$ cat src/rtl/burst_arb_pkg.sv
// Shared types and helpers for the burst arbiter.
package burst_arb_pkg;

  typedef enum logic {IDLE, BUSY} arb_state_e;

  localparam int unsigned MAX_N = 16;

  // OR-reduction encoder; only meaningful for onehot0 input.
  function automatic logic [3:0] onehot_to_idx(input logic [MAX_N-1:0] oh);
    logic [3:0] idx;
    idx = '0;
    for (int i = 0; i < MAX_N; i++) begin
      if (oh[i]) idx = idx | 4'(i);
    end
    return idx;
  endfunction

endpackage

$ cat src/rtl/lru_mtx.sv
// Least-recently-granted priority matrix: w[i][j]=1 means requester i beats j.
module lru_mtx #(
  parameter int unsigned N = 4
) (
  input  logic                 clk,
  input  logic                 rst,
  input  logic [N-1:0]         req,
  input  logic                 upd,
  input  logic [$clog2(N)-1:0] upd_idx,
  output logic [N-1:0]         winner
);

  logic [N-1:0][N-1:0] w_q, w_d;
  logic [N-1:0]        blocked;

  always_ff @(posedge clk or posedge rst) begin
    if (rst) begin
      for (int i = 0; i < N; i++) begin
        for (int j = 0; j < N; j++) begin
          w_q[i][j] <= (i < j);
        end
      end
    end else begin
      w_q <= w_d;
    end
  end

  // Released owner drops to lowest priority.
  always_comb begin
    w_d = w_q;
    if (upd) begin
      for (int k = 0; k < N; k++) begin
        if (k != int'(upd_idx)) begin
          w_d[upd_idx][k] = 1'b0;
          w_d[k][upd_idx] = 1'b1;
        end
      end
    end
  end

  always_comb begin
    blocked = '0;
    winner  = '0;
    for (int i = 0; i < N; i++) begin
      for (int j = 0; j < N; j++) begin
        if (j != i && req[j] && w_q[j][i]) blocked[i] = 1'b1;
      end
      winner[i] = req[i] & ~blocked[i];
    end
  end

  for (genvar i = 0; i < N; i++) begin : g_row
    for (genvar j = i + 1; j < N; j++) begin : g_col
      assert property (@(posedge clk) disable iff (rst) w_q[i][j] != w_q[j][i]);
    end
  end

endmodule

$ cat src/rtl/burst_arb_ctrl.sv
// Burst-granular LRU arbiter for one shared valid/ready channel, with stall watchdog.
module burst_arb_ctrl
  import burst_arb_pkg::*;
#(
  parameter int unsigned N       = 4,
  parameter int unsigned TIMEOUT = 64
) (
  input  logic                 clk,
  input  logic                 rst,
  input  logic [N-1:0]         req_valid,
  input  logic [N-1:0]         req_last,
  output logic [N-1:0]         req_ready,
  output logic                 dn_valid,
  output logic                 dn_last,
  input  logic                 dn_ready,
  output logic [$clog2(N)-1:0] sel,
  output logic                 busy,
  output logic                 err_tmo
);

  localparam int unsigned IDW = $clog2(N);
  localparam int unsigned WDW = $clog2(TIMEOUT + 1);

  arb_state_e       state_q, state_d;
  logic [IDW-1:0]   sel_q, sel_d;
  logic [WDW-1:0]   wd_q, wd_d;
  logic [N-1:0]     winner;
  logic [MAX_N-1:0] win_ext;
  logic [IDW-1:0]   winner_idx;
  logic             xfer, last_xfer, tmo, rel;

  lru_mtx #(
    .N (N)
  ) u_lru_mtx (
    .clk     (clk),
    .rst     (rst),
    .req     (req_valid),
    .upd     (rel),
    .upd_idx (sel_q),
    .winner  (winner)
  );

  always_comb begin
    win_ext         = '0;
    win_ext[N-1:0]  = winner;
    winner_idx      = IDW'(onehot_to_idx(win_ext));
  end

  assign busy      = (state_q == BUSY);
  assign xfer      = busy & req_valid[sel_q] & dn_ready;
  assign last_xfer = xfer & req_last[sel_q];
  // A last beat landing on the timeout cycle wins over the watchdog.
  assign tmo       = busy & (wd_q == WDW'(TIMEOUT - 1)) & ~last_xfer;
  assign rel       = last_xfer | tmo;

  always_ff @(posedge clk or posedge rst) begin
    if (rst) begin
      state_q <= IDLE;
      sel_q   <= '0;
      wd_q    <= '0;
    end else begin
      state_q <= state_d;
      sel_q   <= sel_d;
      wd_q    <= wd_d;
    end
  end

  always_comb begin
    state_d = state_q;
    sel_d   = sel_q;
    wd_d    = wd_q;
    unique case (state_q)
      IDLE: begin
        if (|req_valid) begin
          state_d = BUSY;
          sel_d   = winner_idx;
          wd_d    = '0;
        end
      end
      BUSY: begin
        if (wd_q != WDW'(TIMEOUT)) wd_d = wd_q + 1'b1;
        if (rel) state_d = IDLE;
      end
    endcase
  end

  always_comb begin
    req_ready = '0;
    if (busy) req_ready[sel_q] = dn_ready;
  end

  assign dn_valid = busy & req_valid[sel_q];
  assign dn_last  = busy & req_last[sel_q];
  assign sel      = sel_q;
  assign err_tmo  = tmo;

  assert property (@(posedge clk) disable iff (rst) $onehot0(req_ready));
  assert property (@(posedge clk) disable iff (rst) (busy && !rel) |=> (sel == $past(sel)));

endmodule

$ cat config.mk
export PLATFORM = sky130hd
export DESIGN_NAME = burst_arb_ctrl
export DESIGN_NICKNAME = d
export VERILOG_FILES = /design/src/rtl/burst_arb_pkg.sv /design/src/rtl/lru_mtx.sv /design/src/rtl/burst_arb_ctrl.sv
export SDC_FILE = /design/constraint.sdc
export NUM_CORES = 1
export LEC_CHECK = 0
export BUFFER_PORTS_ARGS = -buffer_cell sky130_fd_sc_hd__buf_2
export CORE_MARGIN = 1.5
export CORE_UTILIZATION = 60
export CTS_BUF_LIST = sky130_fd_sc_hd__clkbuf_8
export CTS_CLUSTER_DIAMETER = 120
export DETAILED_ROUTE_END_ITERATION = 16
export GPL_TIMING_DRIVEN = 0
export PLACE_DENSITY = 0.88
export SETUP_SLACK_MARGIN = 0.4
export SYNTH_ARGS = -nofsm -noshare
export SYNTH_HDL_FRONTEND = slang
export SYNTH_SLANG_ARGS = --single-unit
$ cat constraint.sdc
create_clock -name clk -period 2.38 [get_ports clk]
set_input_delay 0.119 -clock clk [delete_from_list [all_inputs] [get_ports clk]]
set_output_delay 0.119 -clock clk [all_outputs]
set_load 0.02 [all_outputs]
==> metrics.cfg <==
[outcome]
outcome = finished clean

[die]
initial_core_util = 0.670
design.core.area_sq_um = 1580
die_x_microns = 45.0
fp.dieArea_sq_um = 2020
floorplan.die.height_microns = 45.0
placementRows = 14
top_level_ports = 21

[finish]
drive_gt1_frac = 0.306
layout.cells.most_common = sky130_fd_sc_hd__buf_2
insertedDiodeCount = 0
final_net_count = 148
instances_no_fill = 150
most-common-layout-cells = sky130_fd_sc_hd__buf_2, sky130_fd_sc_hd__dfrtp_1, sky130_fd_sc_hd__nand3_1
final.fill_count = 109
area_delta_synth_final_pct = 18.5

[critical_path]
worst-endpoint-required_ns = 2.26
rr_worst_depth = 4
critPathLaunchType = flip-flop
arrival_ns = 1.74
slowest_cell_on_crit_path = sky130_fd_sc_hd__mux4_2
worst_path_largest_cell_delay_ns = 0.57
cpLargestDelayFamily = multiplexers
worstSetupEndpointType = primary output
path_cells = mux4_2 -> and4_4 -> nor2_1 -> buf_2
cp_max_fo = 4
critical_path_depth = 4
critical_path_class = flip-flop to primary output
critical_path.n_buffers_inverters = 1

[pwr]
p_per_area_nw_per_um2 = 1200
max_vdd_drop_mv = 0.781
post-layout-total-power_mw = 1.51
leakagePower_nw = 0.569

[place]
placed_cell_count = 143
finalWeightedCongestion = 0.869
dp.final_hpwl_microns = 1680
port_buffers = 20

[synth]
synth-simple-area-share = 0.203
synth-edff-count = 0
synth_top_cell_by_area = sky130_fd_sc_hd__dfrtp_1
netlist_instances = 107
synthesis.yosys.warnings = 0
postSynthRegisterBits = 19
synth_top_cell_area_share = 0.308
synth.area.mux_share = 0.0521
dominantRegCellSynth = sky130_fd_sc_hd__dfrtp_1
synth_area_sq_um = 1060
dominant_combinational_cell_family_by_area_after_synthesis = simple AND/OR/NAND/NOR gates
yosysSeqAreaShare = 0.457
post_synth_main_area_contributors = sky130_fd_sc_hd__dfrtp_1, sky130_fd_sc_hd__dfstp_2, sky130_fd_sc_hd__nand3_1
syn_nets = 120
avg_inst_size_synth_sq_um = 9.87
synthesized_area_fraction_occupied_by_xor_and_xnor_cells = 0.0166
async_set_reset_flop_share_out_of_synthesis = 1.00
synth.distinct_cells = 34
synthesized_area_fraction_occupied_by_ao_oa_aoi_and_oai_cells = 0.201
post_synth_fa_ha_maj_area_fraction = 0.0237

[sta]
period_minus_slack_ns = 1.85
finalSetupTns_ns = 0
slew_headroom = 0.530
hold_violation_count_in_the_final_report = 0
final-setup-viol-count = 0
worst_clock_skew_on_the_final_layout_ns = 0.00395
fin_crit_sh = 0.779
grt_setup_unrepaired = false
clock.fmax_mhz = 539
finalMaxSlewViolations = 0
worst-slew-pin-transition_ns = 0.704

[grt]
antenna_found_initial = 0
grt_pass1_vias = 868
grt.total_usage = 0.255
first_pass_grt_wire_length_microns = 3830
grt_start_max_net_pins = 20
gr-total-overflow = 0

[min_path]
holdPathStages = 3
path_class_of_the_lowest_slack_min_delay_path = input pin to flip-flop

[clock_tree]
cts_sinks = 19
cts_tree = built
cts-buffers-inserted = 3
clock_tree.buffer_depth = 2
clock_root_cell = sky130_fd_sc_hd__clkbuf_8
clock_latency_at_the_later_pin_of_the_worst_skew_pair_ns = 0.26
clkTransAtPathRegs_ns = 0.07
h_tree_levels = 1

[route]
dr.first_iter.drc_count = 64
route.detailed.drc = 0
number_of_antenna_violating_nets_in_the_routed_design = 0
avgRoutedWirePerCell_microns = 15.8
number_of_iterations_in_the_first_detailed_routing_pass = 4
route.vias.total = 977
routed_wl_microns = 2370
post_drt_via_cell_ratio = 6.51

[run]
maximum_capacitance_violations = 0

[area by class of cell]
| type | instances | area [sq um] | area share |
|---|---|---|---|
| Buffer | 5 | 20.0 | 0.0160 |
| Clock buffer | 3 | 41.3 | 0.0330 |
| Clock inverter | 1 | 5.00 | 0.00400 |
| Inverter | 8 | 30.0 | 0.0240 |
| Multi-Input combinational cell | 75 | 527 | 0.421 |
| Sequential cell | 19 | 483 | 0.386 |
| Tap cell | 16 | 20.0 | 0.0160 |
| Timing Repair Buffer | 23 | 125 | 0.100 |
[per-stage QoR]
| stage | hold slack [ns] | utilization | area, sq um | setup slack, ns |
|---|---|---|---|---|
| after floorplan | 0.0657 | - | 1060 | 0.677 |
| after global placement | 0.261 | 0.746 | 1180 | 0.684 |
| after detailed placement | 0.265 | 0.746 | 1180 | 0.667 |
| after CTS | 0.161 | 0.782 | 1230 | 0.490 |
| after global routing | 0.184 | 0.794 | 1250 | 0.416 |
| final | 0.162 | 0.794 | 1250 | 0.525 |
[timing repair]
item                                    in CTS  in global routing
endpoints found under the setup margin       0                  1
hold buffers                                 1                  0
endpoints found under the hold margin       13                  0
resized for setup                            0                  3
buffers inserted                             0                  2
[where the power goes]
group	internal, mW	total [mW]	switching, mW
combinational	0.290	0.719	0.429
sequential	0.460	0.560	0.0994
clock	0.117	0.228	0.111
total	0.866	1.51	0.639
[Yosys cell counts, types with 2 or more instances]
master                      instances
sky130_fd_sc_hd__dfstp_2            6
sky130_fd_sc_hd__o211ai_1           3
sky130_fd_sc_hd__a22oi_1            5
sky130_fd_sc_hd__nand2_1            6
sky130_fd_sc_hd__o21ai_4            2
sky130_fd_sc_hd__ha_1               2
sky130_fd_sc_hd__a22o_1             2
sky130_fd_sc_hd__nor2_1             4
sky130_fd_sc_hd__o22ai_1            2
sky130_fd_sc_hd__mux4_2             2
sky130_fd_sc_hd__inv_1              8
sky130_fd_sc_hd__clkbuf_1           4
sky130_fd_sc_hd__a21oi_1            3
sky130_fd_sc_hd__or3_1              2
sky130_fd_sc_hd__xor2_1             2
sky130_fd_sc_hd__nand4_1            4
sky130_fd_sc_hd__dfrtp_1           13
sky130_fd_sc_hd__nor3_1             5
sky130_fd_sc_hd__and2_1             2
sky130_fd_sc_hd__nand3_1           10
sky130_fd_sc_hd__o2bb2ai_1          2
sky130_fd_sc_hd__o21ai_0            5
sky130_fd_sc_hd__o21ai_1            2
[kinds of logic (layout without fill, tap and decap cells)]
family / count (synthesis) / in the layout
simple gates: 39 / 39
compound gates: 29 / 29
flops: 19 / 19
buf+inv: 13 / 40
mux: 3 / 3
fa+ha+maj: 2 / 2
xor+xnor: 2 / 2
[path summary, 6_finish.rpt]
kind | start | to | slack (ns)
max reg2reg | sel[0]$_DFFE_PP0P_ | flip-flop | 0.64
min reg2reg | flip-flop | flip-flop | 0.47
min | req_valid[1] | sel[0]$_DFFE_PP0P_ | 0.16
min in group asynchronous | rst | u_lru_mtx.w_q[9]$_DFFE_PP0P_ | 0.52
max in group asynchronous | rst | wd_q[4]$_DFFE_PP0P_ | 1.42
max | sel[0]$_DFFE_PP0P_ | err_tmo | 0.53
[worst reg2reg max path: cells and delay by family (launching register included)]
kind             cells  cell delay [ns]
multiplexers         1             0.57
AO/OA/AOI/OAI        2             0.43
flip-flops           1             0.42
AND/OR/NAND/NOR      1             0.25
[routing by layer]
layer | routed length (microns) | track usage | vias to the layer above
li1 | - | - | 451
met1 | 1000 | 0.370 | 461
met2 | 1140 | 0.409 | 61
met3 | 196 | 0.0240 | 4
met4 | 38 | 0.0706 | 0
met5 | 0 | 0 | -
No activity file was read; power rests on OpenSTA's default activity.
